File: src/rtl/reset_requester_pkg.sv
// ============================================================================
// Module      : reset_requester_pkg
// Description : Shared state encoding, default parameters and counter widths
//               for the reset requester and its clock/reset generator bench.
// Revision    : 1.0 - initial release
// ============================================================================
`default_nettype none

package reset_requester_pkg;

  localparam int c_DEF_DEBOUNCE_CYCLES = 4;
  localparam int c_DEF_TRIG_WIDTH      = 2;
  localparam int c_DEF_MIN_LOW         = 10;
  localparam int c_DEF_TIMEOUT         = 64;

  localparam int c_COUNT_W = 8;
  localparam int c_TIMER_W = 7;

  typedef enum logic [1:0] {
    S_IDLE      = 2'd0,
    S_TRIG      = 2'd1,
    S_WAIT_LOW  = 2'd2,
    S_WAIT_HIGH = 2'd3
  } state_t;

  function automatic logic [c_TIMER_W-1:0] sat_inc(input logic [c_TIMER_W-1:0] v);
    return (&v) ? v : v + 1'b1;
  endfunction

endpackage

`default_nettype wire

File: src/rtl/reset_requester_req_debounce.sv
// ============================================================================
// Module      : req_debounce
// Description : 2-flop synchronizer followed by a consecutive-high debouncer.
// Revision    : 1.0 - initial release
// ============================================================================
`default_nettype none

module req_debounce
  import reset_requester_pkg::*;
#(
  parameter int DEBOUNCE_CYCLES = c_DEF_DEBOUNCE_CYCLES
) (
  input  logic clk,
  input  logic rst,
  input  logic i_async,
  output logic o_level
);

  localparam int c_CNT_W = (DEBOUNCE_CYCLES > 1) ? $clog2(DEBOUNCE_CYCLES) : 1;
  localparam logic [c_CNT_W-1:0] c_CNT_LAST = c_CNT_W'(DEBOUNCE_CYCLES - 1);

  logic               r_meta;
  logic               r_sync;
  logic [c_CNT_W-1:0] r_cnt;
  logic               r_level;

  always_ff @(posedge clk) begin
    if (rst) begin
      r_meta  <= 1'b0;
      r_sync  <= 1'b0;
      r_cnt   <= '0;
      r_level <= 1'b0;
    end else begin
      r_meta <= i_async;
      r_sync <= r_meta;
      // Any low sample drops the level and restarts the run of highs.
      if (!r_sync) begin
        r_cnt   <= '0;
        r_level <= 1'b0;
      end else if (r_cnt == c_CNT_LAST) begin
        r_level <= 1'b1;
      end else begin
        r_cnt <= r_cnt + 1'b1;
      end
    end
  end

  assign o_level = r_level;

endmodule

`default_nettype wire

File: src/rtl/reset_requester.sv
// ============================================================================
// Module      : reset_requester
// Description : Issues a reset trigger on a debounced request and validates
//               the returned reset pulse width and completion time.
// Revision    : 1.0 - initial release
// ============================================================================
`default_nettype none

module reset_requester
  import reset_requester_pkg::*;
#(
  parameter int DEBOUNCE_CYCLES = c_DEF_DEBOUNCE_CYCLES,
  parameter int TRIG_WIDTH      = c_DEF_TRIG_WIDTH,
  parameter int MIN_LOW         = c_DEF_MIN_LOW,
  parameter int TIMEOUT         = c_DEF_TIMEOUT
) (
  input  logic                 clk,
  input  logic                 rst,
  input  logic                 req_in,
  input  logic                 rst_n_obs,
  output logic                 trigger,
  output logic                 busy,
  output logic                 done,
  output logic                 err_short,
  output logic                 err_timeout,
  output logic [c_COUNT_W-1:0] reset_count
);

  localparam int c_TW_W = (TRIG_WIDTH > 1) ? $clog2(TRIG_WIDTH) : 1;
  localparam logic [c_TW_W-1:0]    c_TRIG_LAST  = c_TW_W'(TRIG_WIDTH - 1);
  localparam logic [c_TIMER_W-1:0] c_TIMER_LAST = c_TIMER_W'(TIMEOUT - 1);

  logic                 w_req_deb;
  logic                 r_req_q;
  logic                 r_obs_meta;
  logic                 r_obs_sync;
  state_t               r_state;
  logic [c_TW_W-1:0]    r_trig_cnt;
  logic [c_TIMER_W-1:0] r_timer;
  logic [c_TIMER_W-1:0] r_low_cnt;
  logic                 r_trigger;
  logic                 r_busy;
  logic                 r_done;
  logic                 r_err_short;
  logic                 r_err_timeout;
  logic [c_COUNT_W-1:0] r_reset_count;

  req_debounce #(
    .DEBOUNCE_CYCLES (DEBOUNCE_CYCLES)
  ) u_req_debounce (
    .clk     (clk),
    .rst     (rst),
    .i_async (req_in),
    .o_level (w_req_deb)
  );

  // Reset-released level of the observed reset is high.
  always_ff @(posedge clk) begin
    if (rst) begin
      r_obs_meta <= 1'b1;
      r_obs_sync <= 1'b1;
    end else begin
      r_obs_meta <= rst_n_obs;
      r_obs_sync <= r_obs_meta;
    end
  end

  always_ff @(posedge clk) begin
    if (rst) begin
      r_state       <= S_IDLE;
      r_req_q       <= 1'b0;
      r_trig_cnt    <= '0;
      r_timer       <= '0;
      r_low_cnt     <= '0;
      r_trigger     <= 1'b0;
      r_busy        <= 1'b0;
      r_done        <= 1'b0;
      r_err_short   <= 1'b0;
      r_err_timeout <= 1'b0;
      r_reset_count <= '0;
    end else begin
      r_req_q       <= w_req_deb;
      r_done        <= 1'b0;
      r_err_short   <= 1'b0;
      r_err_timeout <= 1'b0;
      case (r_state)
        // Only a fresh rising edge starts a sequence; held requests are ignored.
        S_IDLE: begin
          if (w_req_deb && !r_req_q) begin
            r_state    <= S_TRIG;
            r_trigger  <= 1'b1;
            r_busy     <= 1'b1;
            r_trig_cnt <= '0;
          end
        end
        S_TRIG: begin
          if (r_trig_cnt == c_TRIG_LAST) begin
            r_trigger <= 1'b0;
            r_state   <= S_WAIT_LOW;
            r_timer   <= '0;
          end else begin
            r_trig_cnt <= r_trig_cnt + 1'b1;
          end
        end
        S_WAIT_LOW: begin
          if (r_timer == c_TIMER_LAST) begin
            r_err_timeout <= 1'b1;
            r_busy        <= 1'b0;
            r_state       <= S_IDLE;
          end else begin
            r_timer <= sat_inc(r_timer);
            if (!r_obs_sync) begin
              r_state   <= S_WAIT_HIGH;
              r_low_cnt <= c_TIMER_W'(1);
            end
          end
        end
        // Completion is tested before the timeout so it wins a tie.
        S_WAIT_HIGH: begin
          if (r_obs_sync) begin
            if (int'(r_low_cnt) >= MIN_LOW) begin
              r_done        <= 1'b1;
              r_reset_count <= r_reset_count + 1'b1;
            end else begin
              r_err_short <= 1'b1;
            end
            r_busy  <= 1'b0;
            r_state <= S_IDLE;
          end else if (r_timer == c_TIMER_LAST) begin
            r_err_timeout <= 1'b1;
            r_busy        <= 1'b0;
            r_state       <= S_IDLE;
          end else begin
            r_timer   <= sat_inc(r_timer);
            r_low_cnt <= sat_inc(r_low_cnt);
          end
        end
        default: begin
          r_state   <= S_IDLE;
          r_trigger <= 1'b0;
          r_busy    <= 1'b0;
        end
      endcase
    end
  end

  assign trigger     = r_trigger;
  assign busy        = r_busy;
  assign done        = r_done;
  assign err_short   = r_err_short;
  assign err_timeout = r_err_timeout;
  assign reset_count = r_reset_count;

endmodule

`default_nettype wire
File: config.mk
export PLATFORM = sky130hd
export DESIGN_NAME = reset_requester
export DESIGN_NICKNAME = d
export VERILOG_FILES = /design/src/rtl/reset_requester_pkg.sv /design/src/rtl/reset_requester_req_debounce.sv /design/src/rtl/reset_requester.sv
export SDC_FILE = /design/constraint.sdc
export NUM_CORES = 1
export LEC_CHECK = 0
export CAP_MARGIN = 20
export CORE_MARGIN = 10
export CORE_UTILIZATION = 43
export DETAILED_ROUTE_END_ITERATION = 8
export HOLD_SLACK_MARGIN = 0.12
export PLACE_DENSITY = 0.66
export REMOVE_ABC_BUFFERS = 1
export SYNTH_ARGS = -nofsm -noshare
export SYNTH_HDL_FRONTEND = slang
export SYNTH_SLANG_ARGS = --single-unit
File: constraint.sdc
create_clock -name clk -period 2.25 [get_ports clk]
set_input_delay 0.45 -clock clk [delete_from_list [all_inputs] [get_ports clk]]
set_output_delay 0.45 -clock clk [all_outputs]
set_load 0.005 [all_outputs]
==> metrics.csv <==
metric,value,unit
fin. max-slew vios,0,
Cell Rows,22,
Relative slew margins,59.9,%
"Req. time, crit path",2430,ps
"flops & latches, synth",38,
gr usage total,11.5,%
Min Hold Slack,409,ps
hold_buf cts,0,
worst path arrival time,1940,ps
PD cells,576,mW/mm2
nets@finish,216,
vias in the first global route,1341,
Switch Pwr,0.240,mW
Num CTS Buffers,5,
critical path launch point,r_low_cnt[0]$_SDFFE_PP0P_,
starting DRC count in detailed routing,66,
post-route DRC violation count,0,
worst reg2reg path startpoint,r_low_cnt[0]$_SDFFE_PP0P_,
IO Pins,17,
routability-driven placement congestion ratio,0.853,
Starting Density,45.3,%
worst skew pair latency,290,ps
clk sinks,38,
Final Instance Area,0.00198,mm2
Clk pwr share,38.3,%
TritonRoute pass-1 iters,4,
CP endpoint,reset_count[1]$_SDFFE_PP0P_,
Critical Path Source Type,flop,
combinational power share,2.1,%
most frequent cells in the layout,"dfxtp_1, nand2_1, nor2_1, clkdlybuf4s50_1, nand3_1",
vias,1453,
DRT antenna net count,0,
Post-Syn Instances,186,
Fmax,0.568,GHz
Crit Path Class,flop to flop,
number of synthesized flops with an enable pin,0,
"Cell Area, Placed",0.00190,mm2
status,finished clean,
asr flop ratio synth,0,%
core area,0.00372,mm2
Port Buffers,16,
Hold Crit Class,flop to flop,
largest fanout on the critical path,8,
largest net degree at the start of global routing,18,
Syn Area/Cell,9.04,um2
clock tree from TritonCTS,built,
post-route clock skew,8.64,ps
sequential cell area fraction in the yosys report,45.2,%
Total Die Area,0.00681,mm2
Fillers,357,
R2R Setup Slk,490,ps
library cells used by synthesis,47,
yosys warns,0,
dpl hpwl,2.72,mm
total gr overflow,0,
worst r2r dst,reset_count[1]$_SDFFE_PP0P_,
Clock transition at path regs,70,ps
min cycle time layout,1760,ps
Power Internal,0.900,mW
P_leak,0.626,nW
DIE HEIGHT,82.5,um
share of cells above drive strength 1,8.70,%
Post-CTS Setup Inserts,0,
switching part of the total power,21.1,%
Critical Path End Type,flop,
RSZ-0062 raised after global routing,no,
post-CTS sizing,0,
endpoints failing setup,0,
Routed WL,3.72,mm
H-tree depth,2,
Die Width,82.5,um
sequential share of power,59.5,%
diodes inserted,0,
"most common cell after layout, fill and taps aside",dfxtp_1,
wire per inst,14.6,um
number of antenna violations at the first check in global routing,0,
Tightest Pin Transition,597,ps
met2 Usage GRT,18.4,%
met3 Use GR,3.24,%
R2R depth,6,
clock root cell,clkbuf_8,
first-pass GRT wire length,6.11,mm
Most used DFF post-synth,dfxtp_1,
via/cell ratio,5.70,
Final Hold Viols,0,
Synth Cell Area,0.00168,mm2
worst vdd ir,304,uV
area delta synth->final,17.8,%
global-route layer with the greatest usage,met2,
overall power,1.14,mW
Max-Cap Viols,0,
period utilization,78.3,%
CTS max path bufs,2,
GR Util met1,13.3,%
setup total negative slack,0,ps
## synth_stat cells (2+ instances only)
library cell | instances | share of area, %
xnor2_1 | 7 | 3.6
nor2_1 | 17 | 3.8
or2_2 | 2 | 0.74
o21ai_0 | 4 | 1.2
a21oi_1 | 11 | 3.3
ha_1 | 5 | 3.7
mux2i_1 | 2 | 1.2
o221a_1 | 4 | 2.7
a211oi_1 | 5 | 2.2
nand2_1 | 19 | 4.2
a311oi_1 | 3 | 1.6
nand3_1 | 13 | 3.9
a2111oi_1 | 2 | 1.2
and3_1 | 2 | 0.74
clkbuf_1 | 3 | 0.67
inv_1 | 7 | 1.6
or3_1 | 2 | 0.74
nor2b_1 | 3 | 1.1
nor3_1 | 6 | 1.8
dfxtp_1 | 38 | 45
nand4_1 | 2 | 0.74
and2_1 | 2 | 0.74
a22oi_1 | 2 | 0.89
o21ai_1 | 2 | 0.60
## worst min-delay path by stage
| stage | startpoint | to | cells after the start |
|---|---|---|---|
| after detailed placement | r_obs_meta$_SDFF_PP1_ | r_obs_sync$_SDFF_PP1_ | 1 |
| after global placement | r_obs_meta$_SDFF_PP1_ | r_obs_sync$_SDFF_PP1_ | 1 |
| after global routing | r_obs_meta$_SDFF_PP1_ | r_obs_sync$_SDFF_PP1_ | 1 |
| final | r_obs_meta$_SDFF_PP1_ | r_obs_sync$_SDFF_PP1_ | 1 |
| after floorplan | r_obs_meta$_SDFF_PP1_ | r_obs_sync$_SDFF_PP1_ | 1 |
| after CTS | r_obs_meta$_SDFF_PP1_ | r_obs_sync$_SDFF_PP1_ | 1 |
## registers in the layout, indices dropped and copies added, names as in the netlist, 2 cells and up
register,cells
r_low_cnt,7
r_timer,7
u_req_debounce.r_cnt,2
r_state,2
reset_count,8
## cell families (layout without fill, tap and decap cells)
family,count (synthesis),after routing,share of synthesized area (%)
buffers and inverters,13,34,2.98
AND/OR/NAND/NOR,76,76,22.8
flip-flops,38,38,45.2
multiplexers,2,2,1.19
adder cells (fa/ha/maj),5,5,3.72
AO/OA/AOI/OAI,44,44,19.9
XOR/XNOR,8,8,4.17
## cell type report
class                           count  area, um2  share of cell area, %
Multi-Input combinational cell    135        871                   44.0
Inverter                            8       30.0                   1.52
Clock buffer                        7       76.3                   3.85
Sequential cell                    38        761                   38.4
Timing Repair Buffer               19        183                   9.22
Tap cell                           48       60.1                   3.03
## power groups by stage
| stage | sequential (mW) | clock (mW) | combinational [mW] |
|---|---|---|---|
| 3_3_place_gp | 0.694 | 0 | 0.0242 |
| 3_5_place_dp | 0.694 | 0 | 0.0244 |
| 5_1_grt | 0.679 | 0.471 | 0.0270 |
| 4_1_cts | 0.679 | 0.443 | 0.0245 |
| 6_report | 0.679 | 0.437 | 0.0243 |
| 2_1_floorplan | 0.694 | 0 | 0.00688 |
## through the flow
stage,worst slack [ps],std cells,utilization (%)
final,488,255,53.3
after CTS,499,255,53.3
after detailed placement,528,248,51.2
after floorplan,718,181,-
after global routing,353,255,53.3
after global placement,562,248,51.2
## routing by layer
metal  wire [um]  vias up
met2        1750       42
met4         108        0
met3         190       12
met5           0        -
met1        1670      676
li1            -      723
## worst max-delay path, cell delays in order, from the launching register on
cell	delay, ps
dfxtp_1	370
inv_1	90
ha_1	210
o31ai_2	500
a21oi_1	240
mux2i_1	190
nor2_1	50
Power figures use the tool's default switching activity.
